==> config.mk <==
export PLATFORM = sky130hd
export DESIGN_NAME = sub_rr_scheduler_flat
export DESIGN_NICKNAME = d
export VERILOG_FILES = /design/src/rtl/sub_sched_pkg.sv /design/src/rtl/sub_rr_scheduler_if.sv /design/src/rtl/sub_rr_scheduler_rr_arbiter.sv /design/src/rtl/sub_rr_scheduler.sv /design/src/flat_wrapper.sv
export SDC_FILE = /design/constraint.sdc
export NUM_CORES = 1
export LEC_CHECK = 0
export ABC_CLOCK_PERIOD_IN_PS = 13400
export CORE_MARGIN = 2
export CORE_UTILIZATION = 30
export CTS_BUF_LIST = sky130_fd_sc_hd__clkbuf_4 sky130_fd_sc_hd__clkbuf_8 sky130_fd_sc_hd__clkbuf_16
export CTS_CLUSTER_DIAMETER = 150
export DETAILED_ROUTE_END_ITERATION = 7
export GPL_TIMING_DRIVEN = 0
export SETUP_SLACK_MARGIN = 0.5
export SLEW_MARGIN = 20
export SYNTH_ARGS = -nofsm -noshare
export SYNTH_HDL_FRONTEND = slang
export SYNTH_SLANG_ARGS = --single-unit
==> constraint.sdc <==
create_clock -name clk -period 13.4 [get_ports clk]
set_input_delay 2.68 -clock clk [delete_from_list [all_inputs] [get_ports clk]]
set_output_delay 2.68 -clock clk [all_outputs]
set_load 0.1 [all_outputs]
==> src/rtl/sub_sched_pkg.sv <==
// Shared definitions for the round-robin subtract scheduler: default sizes and FSM states.
// The FIX state is only used when SUB_RR_ABS_DIFF_EN is defined.
package sub_sched_pkg;

  localparam int SUB_WIDTH = 10;
  localparam int SUB_NREQ  = 4;

  typedef enum logic {
    ST_RUN = 1'b0,
    ST_FIX = 1'b1
  } sub_state_e;

endpackage

==> src/rtl/sub_rr_scheduler_if.sv <==
// Request/response bundle between the requesters/consumer (master) and the scheduler (slave).
interface sub_rr_scheduler_if
  import sub_sched_pkg::*;
#(
  parameter int WIDTH = SUB_WIDTH,
  parameter int NREQ  = SUB_NREQ
);
  localparam int IDW = $clog2(NREQ);

  logic [NREQ-1:0]       req_valid;
  logic [NREQ*WIDTH-1:0] req_a;
  logic [NREQ*WIDTH-1:0] req_b;
  logic [NREQ-1:0]       req_ready;
  logic                  rsp_valid;
  logic                  rsp_ready;
  logic [IDW-1:0]        rsp_id;
  logic [WIDTH-1:0]      rsp_diff;
  logic                  rsp_borrow;

  modport master (
    output req_valid, req_a, req_b, rsp_ready,
    input  req_ready, rsp_valid, rsp_id, rsp_diff, rsp_borrow
  );

  modport slave (
    input  req_valid, req_a, req_b, rsp_ready,
    output req_ready, rsp_valid, rsp_id, rsp_diff, rsp_borrow
  );
endinterface

==> src/rtl/sub_rr_scheduler_rr_arbiter.sv <==
// Round-robin arbiter: one-hot grant to the first requester at or after i_ptr, wrapping at NREQ-1.
module rr_arbiter
  import sub_sched_pkg::*;
#(
  parameter int NREQ = SUB_NREQ,
  parameter int IDW  = $clog2(NREQ)
) (
  input  logic [NREQ-1:0] i_req,
  input  logic [IDW-1:0]  i_ptr,
  input  logic            i_en,
  output logic [NREQ-1:0] o_gnt,
  output logic [IDW-1:0]  o_idx,
  output logic            o_any
);

  logic [IDW-1:0] w_j;
  logic           w_found;

  always_comb begin
    o_gnt   = '0;
    o_idx   = '0;
    w_found = 1'b0;
    w_j     = '0;
    for (int k = 0; k < NREQ; k++) begin
      w_j = IDW'((int'(i_ptr) + k) % NREQ);
      if (i_en && !w_found && i_req[w_j]) begin
        o_gnt[w_j] = 1'b1;
        o_idx      = w_j;
        w_found    = 1'b1;
      end
    end
    o_any = w_found;
  end

endmodule

==> src/rtl/sub_rr_scheduler.sv <==
// Shares one WIDTH-bit subtractor among NREQ requesters with round-robin grants and one result register.
// Optional SUB_RR_ABS_DIFF_EN: A<B results are re-subtracted (B-A) in a FIX cycle to give |A-B|.
module sub_rr_scheduler
  import sub_sched_pkg::*;
#(
  parameter int WIDTH = SUB_WIDTH,
  parameter int NREQ  = SUB_NREQ
) (
  input  logic               clk,
  input  logic               rst_n,
  sub_rr_scheduler_if.slave  bus
);

  localparam int IDW = $clog2(NREQ);

  logic             r_rsp_valid;
  logic [IDW-1:0]   r_rsp_id;
  logic [WIDTH-1:0] r_rsp_diff;
  logic             r_rsp_borrow;
  logic [IDW-1:0]   r_rr_ptr;

  logic             w_slot_free;
  logic             w_run;
  logic             w_en;
  logic [NREQ-1:0]  w_gnt;
  logic [IDW-1:0]   w_idx;
  logic             w_xfer;
  logic [WIDTH-1:0] w_sel_a;
  logic [WIDTH-1:0] w_sel_b;
  logic [WIDTH-1:0] w_op_a;
  logic [WIDTH-1:0] w_op_b;
  logic [WIDTH:0]   w_sum;
  logic [WIDTH-1:0] w_diff;
  logic             w_borrow;

  function automatic logic [IDW-1:0] next_ptr(input logic [IDW-1:0] idx);
    if (idx == IDW'(NREQ - 1)) return '0;
    return idx + 1'b1;
  endfunction

`ifdef SUB_RR_ABS_DIFF_EN
  sub_state_e       r_state;
  logic [WIDTH-1:0] r_fix_a;
  logic [WIDTH-1:0] r_fix_b;
  logic [IDW-1:0]   r_fix_id;

  assign w_run = (r_state == ST_RUN);
`else
  assign w_run = 1'b1;
`endif

  // Grant only when the result slot can take a new value this cycle.
  assign w_slot_free = ~r_rsp_valid | bus.rsp_ready;
  assign w_en        = rst_n & w_slot_free & w_run;

  rr_arbiter #(.NREQ(NREQ), .IDW(IDW)) u_arb (
    .i_req (bus.req_valid),
    .i_ptr (r_rr_ptr),
    .i_en  (w_en),
    .o_gnt (w_gnt),
    .o_idx (w_idx),
    .o_any (w_xfer)
  );

  assign bus.req_ready = w_gnt;

  always_comb begin
    w_sel_a = '0;
    w_sel_b = '0;
    for (int i = 0; i < NREQ; i++) begin
      if (w_gnt[i]) begin
        w_sel_a = bus.req_a[i*WIDTH +: WIDTH];
        w_sel_b = bus.req_b[i*WIDTH +: WIDTH];
      end
    end
  end

`ifdef SUB_RR_ABS_DIFF_EN
  // In FIX the latched operands are fed back swapped so the same unit yields B-A.
  assign w_op_a = w_run ? w_sel_a : r_fix_b;
  assign w_op_b = w_run ? w_sel_b : r_fix_a;
`else
  assign w_op_a = w_sel_a;
  assign w_op_b = w_sel_b;
`endif

  assign w_sum    = {1'b0, w_op_a} + {1'b0, ~w_op_b} + (WIDTH+1)'(1);
  assign w_diff   = w_sum[WIDTH-1:0];
  assign w_borrow = ~w_sum[WIDTH];

`ifdef SUB_RR_ABS_DIFF_EN
  always_ff @(posedge clk) begin
    if (w_xfer) begin
      r_fix_a  <= w_sel_a;
      r_fix_b  <= w_sel_b;
      r_fix_id <= w_idx;
    end
  end
`endif

  // Result stage: load on transfer, hold under backpressure, clear when drained.
  always_ff @(posedge clk or negedge rst_n) begin
    if (!rst_n) begin
      r_rsp_valid  <= 1'b0;
      r_rsp_id     <= '0;
      r_rsp_diff   <= '0;
      r_rsp_borrow <= 1'b0;
      r_rr_ptr     <= '0;
`ifdef SUB_RR_ABS_DIFF_EN
      r_state      <= ST_RUN;
`endif
    end else begin
`ifdef SUB_RR_ABS_DIFF_EN
      if (r_state == ST_FIX) begin
        r_rsp_valid  <= 1'b1;
        r_rsp_id     <= r_fix_id;
        r_rsp_diff   <= w_diff;
        r_rsp_borrow <= 1'b1;
        r_state      <= ST_RUN;
      end else
`endif
      if (w_xfer) begin
        r_rr_ptr <= next_ptr(w_idx);
`ifdef SUB_RR_ABS_DIFF_EN
        if (w_borrow) begin
          r_rsp_valid <= 1'b0;
          r_state     <= ST_FIX;
        end else
`endif
        begin
          r_rsp_valid  <= 1'b1;
          r_rsp_id     <= w_idx;
          r_rsp_diff   <= w_diff;
          r_rsp_borrow <= w_borrow;
        end
      end else if (w_slot_free) begin
        r_rsp_valid <= 1'b0;
      end
    end
  end

  assign bus.rsp_valid  = r_rsp_valid;
  assign bus.rsp_id     = r_rsp_id;
  assign bus.rsp_diff   = r_rsp_diff;
  assign bus.rsp_borrow = r_rsp_borrow;

endmodule
==> src/flat_wrapper.sv <==
// flat-port wrapper written by rule: the top's interface ports become plain ports
module sub_rr_scheduler_flat import sub_sched_pkg::*;
#(
  parameter int WIDTH = SUB_WIDTH,
  parameter int NREQ  = SUB_NREQ
)
  (clk, rst_n, bus_req_valid, bus_req_a, bus_req_b, bus_rsp_ready, bus_req_ready, bus_rsp_valid, bus_rsp_id, bus_rsp_diff, bus_rsp_borrow);
  sub_rr_scheduler_if #(.WIDTH(WIDTH), .NREQ(NREQ)) bus_i ();
  input  logic clk;
  input  logic rst_n;
  input wire logic [$bits(bus_i.req_valid)-1:0] bus_req_valid;
  input wire logic [$bits(bus_i.req_a)-1:0] bus_req_a;
  input wire logic [$bits(bus_i.req_b)-1:0] bus_req_b;
  input wire logic [$bits(bus_i.rsp_ready)-1:0] bus_rsp_ready;
  output wire logic [$bits(bus_i.req_ready)-1:0] bus_req_ready;
  output wire logic [$bits(bus_i.rsp_valid)-1:0] bus_rsp_valid;
  output wire logic [$bits(bus_i.rsp_id)-1:0] bus_rsp_id;
  output wire logic [$bits(bus_i.rsp_diff)-1:0] bus_rsp_diff;
  output wire logic [$bits(bus_i.rsp_borrow)-1:0] bus_rsp_borrow;
  assign bus_i.req_valid = bus_req_valid;
  assign bus_i.req_a = bus_req_a;
  assign bus_i.req_b = bus_req_b;
  assign bus_i.rsp_ready = bus_rsp_ready;
  assign bus_req_ready = bus_i.req_ready;
  assign bus_rsp_valid = bus_i.rsp_valid;
  assign bus_rsp_id = bus_i.rsp_id;
  assign bus_rsp_diff = bus_i.rsp_diff;
  assign bus_rsp_borrow = bus_i.rsp_borrow;
  sub_rr_scheduler #(.WIDTH(WIDTH), .NREQ(NREQ)) u_core (.clk(clk), .rst_n(rst_n), .bus(bus_i));
endmodule
-- Yosys cells after proc, flatten, opt, wreduce, memory -nomap -nowiden
Cells that the tools add are included.
- register bits after elaboration: 16
- output and inout bits: 18
- logic and storage cells: 85
- order comparisons: 8
- muxes and demuxes: 42
- $add $sub $neg: 6
- bitwise logic cells: 8
- equal/unequal tests: 1
- reductions and logical operators: 15
- operators by type and width (kind ; count):
    two-way mux 10 bit ; 8
    two-way mux 1 bit ; 16
    two-way mux 4 bit ; 4
    less-than comparator 2 x 3 -> 1 bit, second input constant ; 4
    two-way mux 2 bit ; 6
    bitwise OR 4 bit ; 3
    adder 10 x 10 -> 11 bit ; 1
    adder 11 x 1 -> 11 bit, second input constant ; 1
    logical AND 1 bit ; 11
    inverter 10 bit ; 1
    binary-select mux 1 bit (select 2 bit) ; 4
    demux 1 bit (select 2 bit) ; 4
    >= comparator 2 x 1 -> 1 bit, second input constant ; 4
    adder 2 x 1 -> 2 bit, second input constant ; 2
    adder 2 bit, second input constant ; 2
    zero test 1 bit ; 3
    equality test 2 bit, second input constant ; 1
    inverter 1 bit ; 2
    nonzero test 2 bit ; 1
    AND 1 bit ; 1
    bitwise OR 1 bit ; 1

-- Logic depth before layout (Yosys ltp)
Gate-level depths: netlist (run 1).
- word-level depth: 25
- depth in mapped cells: 22
- mapped depth without buffers: 19

-- Cells and area by module
A second synthesis (run 1) with hierarchy kept.
- cell total of the unflattened synthesis: 283
- area, all modules: 2209.6 µm²
- by module, submodules not included (module ; cells an instance ; area each (µm²) ; instances):
    sub_rr_scheduler ; 217 ; 1645.3 ; 1
    rr_arbiter ; 66 ; 564.3 ; 1

-- Worst setup path after synthesis (run 1)
Ideal clock, no wire load.
- path type: input to output
- start: in bus_req_valid[2]
- end: out bus_req_ready[0]
- buffers on the path: 1
- stages: 6
- arrival time: 5302 ps
- slack: 5418 ps
- path through: buf_2 > or2b_1 > mux4_2 > nor3b_1 > a221oi_1 > a21oi_1
- word-level cells in the longest chain between the ends: 16
- elaborated cells on any way between the ends: 28
- classes of those cells: mux (15); bitwise (3); reduce/logical (10)
- ends and longest elaborated chain (element ; RTL line ; text):
    from (decl) ; flat_wrapper.sv:11 ; input wire logic [$bits(bus_i.req_valid)-1:0] bus_req_valid;
    binary-select mux 1 bit (select 2 bit) ; sub_rr_scheduler_rr_arbiter.sv:26 ; if (i_en && !w_found && i_req[w_j]) begin
    two-way mux 1 bit (not written as such) ; sub_rr_scheduler_rr_arbiter.sv:26 ;
    logical AND 1 bit ; sub_rr_scheduler_rr_arbiter.sv:26 ;
    two-way mux 1 bit ; sub_rr_scheduler_rr_arbiter.sv:26 ;
    zero test 1 bit ; sub_rr_scheduler_rr_arbiter.sv:26 ;
    logical AND 1 bit (2 in series) ; sub_rr_scheduler_rr_arbiter.sv:26 ;
    two-way mux 1 bit ; sub_rr_scheduler_rr_arbiter.sv:26 ;
    zero test 1 bit ; sub_rr_scheduler_rr_arbiter.sv:26 ;
    logical AND 1 bit (2 in series) ; sub_rr_scheduler_rr_arbiter.sv:26 ;
    two-way mux 1 bit ; sub_rr_scheduler_rr_arbiter.sv:26 ;
    zero test 1 bit ; sub_rr_scheduler_rr_arbiter.sv:26 ;
    logical AND 1 bit (2 in series) ; sub_rr_scheduler_rr_arbiter.sv:26 ;
    two-way mux 4 bit * ; sub_rr_scheduler_rr_arbiter.sv:26 ;
    to (decl) ; flat_wrapper.sv:15 ; output wire logic [$bits(bus_i.req_ready)-1:0] bus_req_ready;
Every way passes the cells marked *; elsewhere a longest branch is shown, timed or not. The select of a mux whose other input is x is not followed.

-- Worst setup path after layout (run 1)
- start: in bus_req_valid[2]
- end: out bus_req_ready[3]
Same word-level chain as after synthesis.

==> flow_summary.ini, run 1 <==
[synth]
yosysMostFrequentCell = a221o_1
synthTopCellsByCount = a221o_1, dfrtp_1, ha_1
syn_area_sq_um = 1936
ys_seq_area_share_pct = 20.69
synth_top_area_share_pct = 20.69
netlist_instances = 210
synth_cell_type_count = 54
yosysWarnings = 0
synth_enable_flop_cells = 0
syn-num-nets = 313
avgSynthCellArea_sq_um = 9.217
synth.top_cells.by_area = dfrtp_1, a221o_1, ha_1
async_reset_ff_share_pct = 100.0
synth_top_area_cell = dfrtp_1
ys_ff_latch = 16
synth_flop_cell = dfrtp_1

[worst_hold_path]
hold_depth = 1
hold_path_class = flop to flop

[timing]
fmax_mhz = 112.7
hold_viol = 0
skew_ns = 0.0005931
drv_slew = 0
post-route-min-period_ns = 8.876
tightest_slew_ns = 0.9908
hold_slack_ns = 0.4786
fin_setup_tns_ns = 0
slew_headroom_pct = 33.74
rsz0062_at_grt = no
setup_viol = 0
post-route-period-util_pct = 66.24

[layout]
final_nets = 420
syn2layout_area_growth_pct = 60.57
n_antenna_cell = 0
multi_input_area_sq_um = 1388
drive_above_1_share_pct = 11.39
fillerInstances = 633
seq_area_sq_um = 400.4

[die]
start_util_pct = 30.84
fp-row-count = 29
ioPinCount = 105
die_x_um = 84.33
coreArea_sq_um = 6277
die_y_um = 84.33
die-area_sq_um = 7111

[clock_tree]
cts_tree = built
htreeDepth = 1
clk_path_buf_depth = 2
root_buffer = clkbuf_8
clk_pin_slew_ns = 0.06
cts_made_buffers = 3
postCtsSetupBuffers = 0
clkSinkCount = 16
insertion_delay_ns = 0.25
postCtsResizedCells = 0
cts_hold_buf = 0

[setup_path]
cp_cell_sequence = clkdlybuf4s50_1 -> buf_2 -> or2b_1 -> mux4_2 -> nor3b_1 -> a211oi_1 -> or2_2 -> clkbuf_1 -> inv_1 -> clkdlybuf4s50_1
cp_slowest_cell = clkdlybuf4s50_1
cp_data_arrival_time_ns = 6.20
cp_num_buf_inv = 5
critPathMaxFanout = 10
crit_path_frequent_cell = clkdlybuf4s50_1
cpLargestDelayFamily = buffers and inverters
critPathLaunchType = input port
cp.depth = 10
crit_type = input port to output port
slowest_delay_ns = 1.14
rr_worst_depth = 22
end_kind = output port
cp.required_ns = 10.72

[global_routing]
grt_pass1_wl_um = 10340
track_usage_pct = 17.83
antenna_found_initial = 0
grt_overflow = 0
grt_pass1_vias = 2134
grt_max_degree = 18

[route]
dr_total_vias = 2117
post-route-drc-count = 0
drtAntennaViolNets = 0
first_iter_violations = 84
dr.pass1.iters = 7
vias_per_cell = 5.387
wl_per_cell_um = 16.50
wl_um = 6483

[power_and_ir_drop]
leakage_uw = 0.001244
vdd_drop_max_v = 0.0001775
power.density_nw_per_um2 = 302.0

[placement]
placement.io_buffers = 102
place_congestion = 0.7946
dp_hpwl_um = 5416

[run_status]
status = finished clean

[job]
drv_cap = 0
state kept, by name (all words and copies together), names as in the netlist, named ones only:
register               cells
u_core.bus.rsp_diff       10
u_core.bus.rsp_id          2
u_core.bus.rsp_borrow      1
u_core.bus.rsp_valid       1
u_core.r_rr_ptr            1
logic make-up (layout without fill, tap and decap cells):
| family | Yosys count | count (layout) | synth area share, % |
|---|---|---|---|
| mux | 5 | 5 | 4.784 |
| flops | 16 | 16 | 20.68 |
| buf+inv | 28 | 134 | 7.628 |
| simple gates | 49 | 49 | 15.06 |
| compound gates | 91 | 91 | 38.85 |
| fa+ha+maj | 16 | 16 | 10.73 |
| xor+xnor | 5 | 5 | 2.262 |
final cells by class:
type | count | area share, %
Timing Repair Buffer | 102 | 32.85
Sequential cell | 16 | 12.88
Multi-Input combinational cell | 166 | 44.65
Clock buffer | 4 | 1.771
Inverter | 10 | 1.208
Tap cell | 77 | 3.100
Buffer | 18 | 3.543
worst reg2reg max path: cells and delay by family, from the launching register on:
kind | cells | cell delay, ns
mux | 1 | 0.38
fa+ha+maj | 3 | 0.89
simple gates | 1 | 0.17
compound gates | 12 | 2.34
buf+inv | 5 | 0.87
flops | 1 | 0.44
placed cells by master, fill, tap and decap left out, types with 5 or more instances in the layout:
master           synthesis  routed
a211oi_1                 5       5
a21o_1                   5       5
a21oi_1                  8       8
a221o_1                 20      20
buf_2                    6       6
clkbuf_1                 6       6
clkdlybuf4s50_1          0     102
dfrtp_1                 16      16
ha_1                    15      15
inv_1                   10      10
nand2_1                 12      12
nor3_1                   5       5
nor3b_1                  8       8
o21ai_0                 12      12
o221a_2                 10      10
o221ai_1                10      10
metal layers:
| metal | vias to the layer above | part of all wire [%] | track usage, % |
|---|---|---|---|
| met3 | 5 | 5.0 | 2.065 |
| li1 | 1063 | - | - |
| met2 | 66 | 47 | 30.01 |
| met4 | 0 | 0.79 | 4.106 |
| met1 | 983 | 47 | 24.47 |
| met5 | - | 0 | 0 |
stage by stage:
stage / util (%) / power [uW] / instance area, sq um / worst slack, ns / instances
5_1_grt: 49.51 / 1020 / 3108 / 4.334 / 393
6_report: 49.51 / 938.7 / 3108 / 4.524 / 393
3_3_place_gp: 48.63 / 890.4 / 3053 / 4.543 / 389
3_5_place_dp: 48.63 / 894.9 / 3053 / 4.539 / 389
4_1_cts: 49.51 / 942.5 / 3108 / 4.512 / 393
2_1_floorplan: - / 713.8 / 1936 / 5.418 / 210
path summary, 6_finish.rpt:
path                                                       start                            endpoint  slack (ns)
worst max-delay path                            bus_req_valid[2]                    bus_req_ready[3]        4.52
worst min-delay path            u_core.bus.rsp_id[1]$_DFFE_PN0P_    u_core.bus.rsp_id[1]$_DFFE_PN0P_        0.48
worst max register to register                              flop   u_core.bus.rsp_borrow$_DFFE_PN0P_        8.23
worst min register to register  u_core.bus.rsp_id[1]$_DFFE_PN0P_    u_core.bus.rsp_id[1]$_DFFE_PN0P_        0.48
max in group asynchronous                                  rst_n    u_core.bus.rsp_id[1]$_DFFE_PN0P_       10.07
min in group asynchronous                                  rst_n  u_core.bus.rsp_diff[1]$_DFFE_PN0P_        2.87
power breakdown:
group | leakage (uW) | internal (uW) | switching, uW
Combinational | 0.00102 | 328 | 477
Sequential | 0.000194 | 73.5 | 17.5
Clock | 0.0000288 | 26.1 | 16.8
Total | 0.00124 | 427 | 511
Note: power is estimated with default switching activity, not from simulation.
==> inputs of run 2 (changes only) <==
- ABC_CLOCK_PERIOD_IN_PS: 13400 -> 7400
- PLACE_DENSITY: default -> 0.67
- clock period: 13.4 -> 7.4 ns (I/O delays scaled with it)
==> flow_summary.ini, run 2 (same netlist as run 1, synthesis figures left out) <==
[layout]
largest_reg_flops = 10
finish.utilization_pct = 49.51
final_nets = 420
syn2layout_area_growth_pct = 60.57
multi_input_area_sq_um = 1388
final_common_cell = clkdlybuf4s50_1
final_cell_mix = clkdlybuf4s50_1, a221o_1, dfrtp_1, ha_1
fillerInstances = 640
seq_area_sq_um = 400.4
final-instance-count-excl-fill = 393
drive_above_1_share_pct = 11.39
n_antenna_cell = 0

[timing]
rsz0062_at_grt = no
setup_viol = 0
post-route-min-period_ns = 6.479
tightest_slew_ns = 1.002
fmax_mhz = 154.3
post-route-period-util_pct = 87.56
hold_viol = 0
fin_setup_tns_ns = 0
slew_headroom_pct = 32.96
drv_slew = 0
skew_ns = 0.003275
worst_slack_ns = 0.9208

[power_and_ir_drop]
leakage_uw = 0.001244
power.density_nw_per_um2 = 543.6
vdd_drop_max_v = 0.0002988
finalPower_uw = 1689

[job]
drv_cap = 0

[die]
die_y_um = 84.33
die-area_sq_um = 7111
ioPinCount = 105
die_x_um = 84.33
coreArea_sq_um = 6277
fp-row-count = 29
start_util_pct = 30.84

[clock_tree]
htreeDepth = 1
cts_hold_buf = 0
postCtsSetupBuffers = 0
clk_pin_slew_ns = 0.06
clkSinkCount = 16
cts_tree = built
cts_made_buffers = 3
clk_path_buf_depth = 2
insertion_delay_ns = 0.24
postCtsResizedCells = 0
root_buffer = clkbuf_8

[setup_path]
critPathMaxFanout = 10
slowest_delay_ns = 1.15
critPathLaunchType = input port
cp_slowest_cell = clkdlybuf4s50_1
startpoint = bus_req_valid[2]
cp_data_arrival_time_ns = 5.00
crit_path_frequent_cell = clkdlybuf4s50_1
end_kind = output port
crit_type = input port to output port
cp.required_ns = 5.92
cp_cell_sequence = clkdlybuf4s50_1 -> buf_2 -> or2b_1 -> mux4_2 -> nor3b_1 -> a211oi_1 -> or2_2 -> clkbuf_1 -> inv_1 -> clkdlybuf4s50_1

[worst_hold_path]
hold_start = u_core.bus.rsp_diff[0]$_DFFE_PN0P_
hold_path_class = flop to flop

[placement]
dp_cells = 389
pre_cts_slack_ns = 0.9335
place_congestion = 0.8726
placement.io_buffers = 102
dp_hpwl_um = 5168

[route]
wl_um = 6165
drtAntennaViolNets = 0
dr_total_vias = 2134
wl_per_cell_um = 15.69
vias_per_cell = 5.430
dr.pass1.iters = 5
first_iter_violations = 106
post-route-drc-count = 0

[run_status]
status = finished clean

[global_routing]
grt_pass1_vias = 2158
antenna_found_initial = 0
grt_pass1_wl_um = 10010
grt_overflow = 0
track_usage_pct = 17.03
grt_max_degree = 18
==> run 2: path summary, 6_finish.rpt <==
path	endpoint	slack, ns	cells past startpoint
worst min register to register	u_core.bus.rsp_diff[0]$_DFFE_PN0P_	0.48	2
worst min-delay path	u_core.bus.rsp_diff[0]$_DFFE_PN0P_	0.48	2
worst max-delay path	bus_req_ready[3]	0.92	10
max in group asynchronous	u_core.bus.rsp_diff[0]$_DFFE_PN0P_	5.25	1
min in group asynchronous	u_core.bus.rsp_id[1]$_DFFE_PN0P_	1.68	1
worst max register to register	u_core.bus.rsp_borrow$_DFFE_PN0P_	2.16	22
==> run 2: stage by stage <==
stage                     hold slack (ns)  area [sq um]
final                              0.4816          3108
after global routing               0.5126          3108
after CTS                          0.4898          3108
after detailed placement           0.4763          3053
after global placement             0.4660          3053
after floorplan                    0.6099          1936
==> run 2: final cells by class <==
type | count | share of cell area [%]
plain buffers | 18 | 3.543
clock buffers | 4 | 1.771
inverters | 10 | 1.208
multi-input cells | 166 | 44.65
flip-flops and latches | 16 | 12.88
well taps | 77 | 3.100
repair buffers | 102 | 32.85
==> run 2: critical path: cells and delay by family <==
family,cells,cell delay [ns]
AO/OA/AOI/OAI,1,0.09
buffers and inverters,5,2.17
AND/OR/NAND/NOR,3,0.76
multiplexers,1,0.50
==> run 2: metal layers <==
metal | GRT usage, % | share of wire (%)
met1 | 22.63 | 46
met2 | 29.58 | 47
met3 | 2.163 | 6.3
met4 | 3.666 | 0.45
met5 | 0 | 0
==> run 2: report_power, final <==
| group | total, uW | internal, uW | leakage, uW | switching, uW |
|---|---|---|---|---|
| clock network | 74.6 | 47.1 | 0.0000288 | 27.5 |
| logic | 1450 | 592 | 0.00102 | 858 |
| registers | 165 | 133 | 0.000194 | 31.6 |
| total | 1690 | 772 | 0.00124 | 917 |
